[src/rtl/cache_pkg.sv]
// Shared types and address-field constants for the direct-mapped cache controller.
package cache_pkg;

    localparam int unsigned INDEX_W = 9;

    // Word address layout: [INDEX_W-1:0] index, tag above it.
    localparam int unsigned IDX_LSB = 0;
    localparam int unsigned IDX_MSB = INDEX_W - 1;
    localparam int unsigned TAG_LSB = INDEX_W;

    typedef enum logic [1:0] {
        IDLE    = 2'd0,
        RD_MISS = 2'd1,
        FILL    = 2'd2,
        WR_MEM  = 2'd3
    } state_t;

endpackage

[src/rtl/cache_ctrl_if.sv]
// Main-memory request/ready handshake between the cache controller and memory.
interface cache_ctrl_if
    import cache_pkg::*;
#(
    parameter int unsigned TAG_W  = 7,
    parameter int unsigned DATA_W = 32
) ();

    logic                     mem_rd;
    logic                     mem_wr;
    logic [TAG_W+INDEX_W-1:0] mem_addr;
    logic [DATA_W-1:0]        mem_wdata;
    logic [DATA_W-1:0]        mem_rdata;
    logic                     mem_ready;

    modport master (
        output mem_rd, mem_wr, mem_addr, mem_wdata,
        input  mem_rdata, mem_ready
    );

    modport slave (
        input  mem_rd, mem_wr, mem_addr, mem_wdata,
        output mem_rdata, mem_ready
    );

endinterface

[src/rtl/cache_ctrl_sat_counter.sv]
// Saturating up-counter used for the hit/miss statistics.
module sat_counter #(
    parameter int unsigned CNT_W = 16
) (
    input  logic             clk,
    input  logic             rst,
    input  logic             inc,
    output logic [CNT_W-1:0] count
);

    // Count up on inc, holding at all-ones instead of wrapping.
    always_ff @(posedge clk) begin
        if (rst) begin
            count <= '0;
        end else if (inc && (count != '1)) begin
            count <= count + 1'b1;
        end
    end

endmodule

[src/rtl/cache_ctrl.sv]
// Direct-mapped, write-through, no-write-allocate cache controller driving
// external valid/tag/data arrays (async read, negedge write) and a memory handshake.
module cache_ctrl
    import cache_pkg::*;
#(
    parameter int unsigned TAG_W  = 7,
    parameter int unsigned DATA_W = 32,
    parameter int unsigned CNT_W  = 16
) (
    input  logic                     clk,
    input  logic                     rst,
    input  logic                     cpu_rd,
    input  logic                     cpu_wr,
    input  logic [TAG_W+INDEX_W-1:0] cpu_addr,
    input  logic [DATA_W-1:0]        cpu_wdata,
    output logic [DATA_W-1:0]        cpu_rdata,
    output logic                     cpu_stall,
    output logic [INDEX_W-1:0]       c_index,
    input  logic                     valid_rdata,
    input  logic [TAG_W-1:0]         tag_rdata,
    input  logic [DATA_W-1:0]        data_rdata,
    output logic                     valid_we,
    output logic                     tag_we,
    output logic                     data_we,
    output logic                     valid_wdata,
    output logic [TAG_W-1:0]         tag_wdata,
    output logic [DATA_W-1:0]        data_wdata,
    cache_ctrl_if.master             mem,
    output logic [CNT_W-1:0]         hit_cnt,
    output logic [CNT_W-1:0]         miss_cnt
);

    state_t                   state;
    state_t                   state_nxt;
    logic [TAG_W+INDEX_W-1:0] addr_q;
    logic [DATA_W-1:0]        data_q;
    logic [TAG_W-1:0]         cur_tag;
    logic                     hit;
    logic                     hit_inc;
    logic                     miss_inc;

    // Array index and tag under comparison: live CPU address in IDLE, latched otherwise.
    always_comb begin
        if (state == IDLE) begin
            c_index = cpu_addr[IDX_MSB:IDX_LSB];
            cur_tag = cpu_addr[TAG_LSB +: TAG_W];
        end else begin
            c_index = addr_q[IDX_MSB:IDX_LSB];
            cur_tag = addr_q[TAG_LSB +: TAG_W];
        end
        hit = valid_rdata && (tag_rdata == cur_tag);
    end

    // State register.
    always_ff @(posedge clk) begin
        if (rst) begin
            state <= IDLE;
        end else begin
            state <= state_nxt;
        end
    end

    // Next-state logic.
    always_comb begin
        state_nxt = state;
        case (state)
            IDLE: begin
                if (cpu_wr) begin
                    state_nxt = WR_MEM;
                end else if (cpu_rd && !hit) begin
                    state_nxt = RD_MISS;
                end
            end
            RD_MISS: if (mem.mem_ready) state_nxt = FILL;
            FILL:    state_nxt = IDLE;
            WR_MEM:  if (mem.mem_ready) state_nxt = IDLE;
            default: state_nxt = IDLE;
        endcase
    end

    // Latched address and data: store data on a write, fill data on a read miss.
    always_ff @(posedge clk) begin
        if (rst) begin
            addr_q <= '0;
            data_q <= '0;
        end else begin
            case (state)
                IDLE: begin
                    if (cpu_wr) begin
                        addr_q <= cpu_addr;
                        data_q <= cpu_wdata;
                    end else if (cpu_rd && !hit) begin
                        addr_q <= cpu_addr;
                    end
                end
                RD_MISS: if (mem.mem_ready) data_q <= mem.mem_rdata;
                default: ;
            endcase
        end
    end

    // Outputs; everything is forced quiet while rst is high so no array write lands in a reset cycle.
    always_comb begin
        cpu_rdata     = data_rdata;
        cpu_stall     = 1'b0;
        valid_we      = 1'b0;
        tag_we        = 1'b0;
        data_we       = 1'b0;
        valid_wdata   = 1'b0;
        tag_wdata     = addr_q[TAG_LSB +: TAG_W];
        data_wdata    = (state == FILL) ? data_q : cpu_wdata;
        mem.mem_rd    = 1'b0;
        mem.mem_wr    = 1'b0;
        mem.mem_addr  = addr_q;
        mem.mem_wdata = data_q;
        hit_inc       = 1'b0;
        miss_inc      = 1'b0;
        if (!rst) begin
            case (state)
                IDLE: begin
                    if (cpu_wr) begin
                        cpu_stall = 1'b1;
                        data_we   = hit;
                    end else if (cpu_rd) begin
                        if (hit) begin
                            hit_inc = 1'b1;
                        end else begin
                            cpu_stall = 1'b1;
                            miss_inc  = 1'b1;
                        end
                    end
                end
                RD_MISS: begin
                    mem.mem_rd = 1'b1;
                    cpu_stall  = 1'b1;
                end
                FILL: begin
                    valid_we    = 1'b1;
                    tag_we      = 1'b1;
                    data_we     = 1'b1;
                    valid_wdata = 1'b1;
                    cpu_stall   = 1'b1;
                end
                WR_MEM: begin
                    mem.mem_wr = 1'b1;
                    cpu_stall  = !mem.mem_ready;
                end
                default: ;
            endcase
        end
    end

    sat_counter #(.CNT_W(CNT_W)) u_hit_cnt (
        .clk   (clk),
        .rst   (rst),
        .inc   (hit_inc),
        .count (hit_cnt)
    );

    sat_counter #(.CNT_W(CNT_W)) u_miss_cnt (
        .clk   (clk),
        .rst   (rst),
        .inc   (miss_inc),
        .count (miss_cnt)
    );

endmodule

[src/flat_wrapper.sv]
// flat-port wrapper written by rule: the top's interface ports become plain ports
module cache_ctrl_flat import cache_pkg::*;
#(
    parameter int unsigned TAG_W  = 7,
    parameter int unsigned DATA_W = 32,
    parameter int unsigned CNT_W  = 16
)
  (clk, rst, cpu_rd, cpu_wr, cpu_addr, cpu_wdata, cpu_rdata, cpu_stall, c_index, valid_rdata, tag_rdata, data_rdata, valid_we, tag_we, data_we, valid_wdata, tag_wdata, data_wdata, hit_cnt, miss_cnt, mem_mem_rd, mem_mem_wr, mem_mem_addr, mem_mem_wdata, mem_mem_rdata, mem_mem_ready);
  cache_ctrl_if #(.TAG_W(TAG_W), .DATA_W(DATA_W)) mem_i ();
  input  logic clk;
  input  logic rst;
  input  logic cpu_rd;
  input  logic cpu_wr;
  input  logic [TAG_W+INDEX_W-1:0] cpu_addr;
  input  logic [DATA_W-1:0] cpu_wdata;
  output logic [DATA_W-1:0] cpu_rdata;
  output logic cpu_stall;
  output logic [INDEX_W-1:0] c_index;
  input  logic valid_rdata;
  input  logic [TAG_W-1:0] tag_rdata;
  input  logic [DATA_W-1:0] data_rdata;
  output logic valid_we;
  output logic tag_we;
  output logic data_we;
  output logic valid_wdata;
  output logic [TAG_W-1:0] tag_wdata;
  output logic [DATA_W-1:0] data_wdata;
  output logic [CNT_W-1:0] hit_cnt;
  output logic [CNT_W-1:0] miss_cnt;
  output wire logic [$bits(mem_i.mem_rd)-1:0] mem_mem_rd;
  output wire logic [$bits(mem_i.mem_wr)-1:0] mem_mem_wr;
  output wire logic [$bits(mem_i.mem_addr)-1:0] mem_mem_addr;
  output wire logic [$bits(mem_i.mem_wdata)-1:0] mem_mem_wdata;
  input wire logic [$bits(mem_i.mem_rdata)-1:0] mem_mem_rdata;
  input wire logic [$bits(mem_i.mem_ready)-1:0] mem_mem_ready;
  assign mem_mem_rd = mem_i.mem_rd;
  assign mem_mem_wr = mem_i.mem_wr;
  assign mem_mem_addr = mem_i.mem_addr;
  assign mem_mem_wdata = mem_i.mem_wdata;
  assign mem_i.mem_rdata = mem_mem_rdata;
  assign mem_i.mem_ready = mem_mem_ready;
  cache_ctrl #(.TAG_W(TAG_W), .DATA_W(DATA_W), .CNT_W(CNT_W)) u_core (.clk(clk), .rst(rst), .cpu_rd(cpu_rd), .cpu_wr(cpu_wr), .cpu_addr(cpu_addr), .cpu_wdata(cpu_wdata), .cpu_rdata(cpu_rdata), .cpu_stall(cpu_stall), .c_index(c_index), .valid_rdata(valid_rdata), .tag_rdata(tag_rdata), .data_rdata(data_rdata), .valid_we(valid_we), .tag_we(tag_we), .data_we(data_we), .valid_wdata(valid_wdata), .tag_wdata(tag_wdata), .data_wdata(data_wdata), .mem(mem_i), .hit_cnt(hit_cnt), .miss_cnt(miss_cnt));
endmodule
[config.mk]
export PLATFORM = sky130hd
export DESIGN_NAME = cache_ctrl_flat
export DESIGN_NICKNAME = d
export VERILOG_FILES = /design/src/rtl/cache_pkg.sv /design/src/rtl/cache_ctrl_if.sv /design/src/rtl/cache_ctrl_sat_counter.sv /design/src/rtl/cache_ctrl.sv /design/src/flat_wrapper.sv
export SDC_FILE = /design/constraint.sdc
export NUM_CORES = 1
export LEC_CHECK = 0
export ABC_CLOCK_PERIOD_IN_PS = 3200
export BUFFER_PORTS_ARGS = -buffer_cell sky130_fd_sc_hd__buf_4
export CORE_MARGIN = 10
export CORE_UTILIZATION = 46
export CTS_BUF_LIST = sky130_fd_sc_hd__clkbuf_4 sky130_fd_sc_hd__clkbuf_8
export DETAILED_ROUTE_END_ITERATION = 8
export HOLD_SLACK_MARGIN = 0.12
export MAX_ROUTING_LAYER = met4
export PLACE_DENSITY = 0.88
export SLEW_MARGIN = 20
export SYNTH_ARGS = -nofsm -noshare
export SYNTH_HDL_FRONTEND = slang
export SYNTH_HIERARCHICAL = 1
export SYNTH_SLANG_ARGS = --single-unit
[constraint.sdc]
create_clock -name clk -period 3.2 [get_ports clk]
set_input_delay 0.64 -clock clk [delete_from_list [all_inputs] [get_ports clk]]
set_output_delay 0.64 -clock clk [all_outputs]
set_load 0.05 [all_outputs]
Word-level counts from Yosys, hierarchy flattened --
Index checks and enable logic that the tools add are counted.
Word-level totals: register bits after elaboration 82, input port bits 125, output and inout bits 167, word-level logic and storage cells 65
Operators by class: $add $sub $neg 2, equality and inequality tests 10, mux-type cells 35, reductions and logical operators 13
Operators with widths (count):
- 32-bit 2-to-1 mux | 3
- 32-bit case mux with 2 select lines | 1
- 16-bit by 1-bit adder with 16-bit output (second input constant) | 2
- 16-bit 2-to-1 mux | 2
- 16-bit != test (second input constant) | 2
- 1-bit 2-to-1 mux | 20
- 9-bit 2-to-1 mux | 1
- 2-bit 2-to-1 mux | 4
- 2-bit case mux with 4 select lines | 1
- 7-bit equality test | 1
- 7-bit 2-to-1 mux | 1
- 2-bit != test (second input constant) | 3
- 3-bit AND reduction | 2
- 2-bit equality test (second input constant) | 2
- 1-bit logical AND | 4
- 2-bit nonzero test | 2
- 3-bit != test (second input constant) | 1
- 1-bit case mux with 3 select lines | 1
- 2-bit by 1-bit equality test with 1-bit output (second input constant) | 1
- 1-bit logical NOT | 2
- 2-bit logical NOT | 1
- 1-bit case mux with 2 select lines | 1
- 2-bit AND reduction | 1
- 2-bit OR reduction | 1

Longest topological paths before layout --
word-level depth 10, mapped depth 13, depth with buffers taken out 11

Modules after synthesis --
Netlist, hierarchy kept.
By module, submodules not included:
- cache_ctrl | instances 1, cells an instance 361, area each 3367.0 µm², seq. area each 1001.0 µm²
- sat_counter | instances 2, cells an instance 99, area each 848.3 µm², seq. area each 320.3 µm²

Worst setup path before layout --
OpenSTA, ideal clock, no wires.
path type reg2out, start point register u_core.state[0], end point output data_we, arrival 2.304 ns, required time 2.560 ns, path slack 0.256 ns, stages on the path, launching flop included 9, path buffers 1, cell sequence dfxtp_1 inv_1 ha_1 buf_6 mux2i_1 xnor2_1 nor4_4 a41oi_1 nor2_1
Between the ends: word-level cells in the longest chain between the ends 7, elaborated cells on any way between the ends 8, classes of those cells eq/ne (2); mux (4); reduce/logical (2)
RTL lines:
- from (decl) | RTL line cache_ctrl.sv:33 | state_t state;
- from (signal assigned) | RTL line cache_ctrl.sv:59 | state <= state_nxt;
- 2-bit logical NOT | RTL line cache_ctrl.sv:44, cache_ctrl.sv:119
- 7-bit 2-to-1 mux | RTL line cache_ctrl.sv:44 | if (state == IDLE) begin
- 7-bit equality test | RTL line cache_ctrl.sv:51 | hit = valid_rdata && (tag_rdata == cur_tag);
- 1-bit logical AND | RTL line cache_ctrl.sv:51
- 1-bit 2-to-1 mux | RTL line cache_ctrl.sv:121 | if (cpu_wr) begin
- 1-bit case mux with 2 select lines (*) | RTL line cache_ctrl.sv:119 | case (state)
- 1-bit 2-to-1 mux (*) | RTL line cache_ctrl.sv:118 | if (!rst) begin
- to (decl) | RTL line flat_wrapper.sv:24 | output logic data_we;
Mark *: on every way between the ends. The rest lies on a longest branch, timed or not.

Worst setup path in the final report --
start point register u_core.state[0], end point output cpu_stall
Between the ends: word-level cells in the longest chain between the ends 9, elaborated cells on any way between the ends 13, classes of those cells eq/ne (4); mux (6); reduce/logical (3)
RTL lines:
- 2-bit logical NOT | RTL line cache_ctrl.sv:44, cache_ctrl.sv:119
- 7-bit 2-to-1 mux | RTL line cache_ctrl.sv:44
- 7-bit equality test | RTL line cache_ctrl.sv:51
- 1-bit logical AND | RTL line cache_ctrl.sv:51
- 1-bit 2-to-1 mux | RTL line cache_ctrl.sv:125 | if (hit) begin
- 1-bit 2-to-1 mux | RTL line cache_ctrl.sv:124 | end else if (cpu_rd) begin
- 1-bit 2-to-1 mux | RTL line cache_ctrl.sv:121
- 1-bit case mux with 3 select lines (*) | RTL line cache_ctrl.sv:119
- 1-bit 2-to-1 mux (*) | RTL line cache_ctrl.sv:118
- to (decl) | RTL line flat_wrapper.sv:17 | output logic cpu_stall;
Marks and branches as above.

==> out/qor.txt <==
# IOs = 292
Synth warnings = 6
Kind of cell adding the most delay to the critical path = compound AO/OA/AOI/OAI gates
Worst Setup End Kind = primary output
Htree depth = 3
Largest stage delay, worst path = 370 ps
Crit path time final = 3090 ps
Number of CTS-inserted buffers = 9
Synthesized flop and latch total = 82
Fin. max-slew vios = 0
Crit Path Class = flop to primary output
Initial antenna violation count = 0
Clock-pin slew on the worst setup and hold paths = 80 ps
Post-synth cell types = 42
Endpoints failing setup = 0
Routed WL = 16700 µm
Setup TNS = 0 ps
Max frequency = 323 MHz
Hold slack = 500 ps
Avg Inst Size Synth = 9.06 µm²
Via count = 4889
Worst Skew = 8.53 ps
Port buffer count = 227
Max-cap viol count = 0
Worst Path Buf+Inv = 3
Die H = 125 µm
Clk_lat worst skew = 350 ps
Period utilization = 96.6%
Cells after Synth = 559
Layout Nets = 869
Status = complete, no violations
Cell Chain, Critical Path = inv_2, ha_4, buf_12, mux2i_4, xnor2_2, nor4_4, a21boi_1, o31a_1, buf_4
Vias in the first global route = 5112
First-pass GRT wire length = 26100 µm
DIE AREA = 15600 µm²
Slowest-stage cell, CP = dfxtp_4
Max_slew headroom = 47.8%
Sequential share of the synthesized area = 32.4%
Initial DRC count = 389
Vias per cell = 5.54
DP HPWL = 12800 µm
Final hold violation count = 0
Clk buf depth = 2
DR pass1 iterations = 4
Starting Density = 46.9%
Row cnt = 38
PnR worst setup slack = 107 ps
Worst-Margin Slew = 777 ps
# DRC = 0
HP Class = flop to flop
Post-Synthesis Net Count = 690
Core Box Area = 10800 µm²
Critical Path RT = 2560 ps
Total inserted antenna cells = 0
Most frequent cells in the layout = buf_4 (242), dfxtp_1 (80), mux2i_1 (55), nor2_1 (51), mux2_2 (44)
Worst VDD drop = 0.000905 V
ANT nets after route = 0
Clock sink count = 82
Pre-CTS setup slack = 149 ps
Gr usage total = 20.3%
Unrepaired setup endpoints after global routing = no
Die Width = 125 µm
Crit Path Max Fanout = 7
Gpl congestion = 0.900
Lkg Pwr = 2.98 nW
Synth Cell Area = 5060 µm²
Total congestion overflow = 0
Routed len/inst = 18.9 µm
Most common cell after layout, fill and taps aside = buf_4
Critical Path AT = 2450 ps
Startpoint Class = flop
Pwr Density = 825 nW/µm²
Layout Cells excl Fill = 883
R2r setup slk = 210 ps
Largest net degree at the start of global routing = 65
CTS tree = done
# hold bufs at CTS = 0
Placed cell count = 859
Area grow syn2layout = 36.6%
Root Buffer = clkbuf_8
Layout cells sized above 1 = 43.9%
worst paths after layout:
path / startpoint / endpoint / cells after the start
min reg2reg: u_core/mem.mem_addr[6] / u_core/mem.mem_addr[6] / 2
min: u_core/mem.mem_addr[6] / u_core/mem.mem_addr[6] / 2
max: u_core/state[0] / cpu_stall / 9
max reg2reg: u_core/state[0] / u_core/u_hit_cnt/count[6] / 14
kinds of logic after synthesis:
group | after synthesis | share of synthesized area [%]
AOI/OAI and AO/OA | 90 | 12.2
buffers and inverters | 87 | 9.88
adders and majority gates | 6 | 1.48
and+or+nand+nor | 181 | 20.8
xor gates and xnor gates | 11 | 1.90
muxes | 102 | 21.3
DFF | 82 | 32.4
flip-flops by register name, summed over array words and instances, names as in the netlist:
register and flops:
u_core/mem.mem_addr 16, u_core/state 2, u_core/u_miss_cnt/count 16, u_core/mem.mem_wdata 32
u_core/u_hit_cnt/count 16
tightest hold or removal path: cells and delay by family, from the launching register on:
kind             cells  cell delay [ps]
AND/OR/NAND/NOR      1               70
multiplexers         1               60
flip-flops           1              330
where the power goes:
group / internal (mW) / leakage [nW] / switching (mW) / total [mW]
Sequential: 1.25 / 0.673 / 0.208 / 1.46
Clock: 0.362 / 0.103 / 0.368 / 0.730
Combinational: 1.25 / 2.20 / 2.27 / 3.52
Total: 2.86 / 2.98 / 2.85 / 5.71
through the flow:
stage	utilization (%)	cell area (µm²)	power, mW
6_report	64.1	6920	5.71
5_1_grt	64.1	6920	5.98
4_1_cts	63.2	6820	5.63
3_5_place_dp	60.8	6570	4.82
3_3_place_gp	60.8	6570	4.74
2_1_floorplan	-	5060	4.00
synthesized netlist by cell type, drive strengths merged:
cell     n  area, µm²
nand2b  32        200
or3      6       37.5
o311ai   2       17.5
a21boi   1       7.51
a31oi    2       27.5
o21ai   10       50.1
a211oi  33        248
dfxtp   82       1640
nor3     9       45.0
nor4     7       88.8
xor2     3       26.3
a21oi   22        110
mux2    44        495
nand3b   3       22.5
mux2i   58        581
buf     54        377
and3     2       12.5
a41oi    1       8.76
ha       6       75.1
nand4    8       80.1
nor2    52        195
clkbuf  23       86.3
nand3   12       60.1
and4     7       61.3
or4     14        105
xnor2    8       70.1
nor2b    8       50.1
o31ai   12       90.1
o41ai    2       17.5
nand2   19       76.3
o31a     2       17.5
o21a     2       15.0
inv     10       37.5
a221o    1       10.0
nor4bb   2       20.0
final cells by class:
class	instances	area, µm²
Sequential cell	82	1650
Multi-Input combinational cell	390	2990
Timing Repair Buffer	245	1870
Clock buffer	14	180
Clock inverter	2	10.0
Fill cell	853	3880
Inverter	10	37.5
Tap cell	140	175
metal layers:
| metal | up-vias | wire length [µm] | global-route usage (%) | share of wire, % |
|---|---|---|---|---|
| li1 | 2348 | - | - | - |
| met2 | 219 | 8760 | 36.2 | 52 |
| met3 | 48 | 1150 | 5.62 | 6.9 |
| met1 | 2274 | 6360 | 20.6 | 38 |
| met4 | 0 | 463 | 8.13 | 2.8 |
| met5 | - | 0 | - | 0 |
what timing repair did:
action	4_1_cts	5_1_grt
setup buffers	5	2
setup endpoints to repair	2	6
gates resized for setup	9	13
pin swaps	2	3
gates cloned	0	1
No activity file was read; power rests on OpenSTA's default activity.
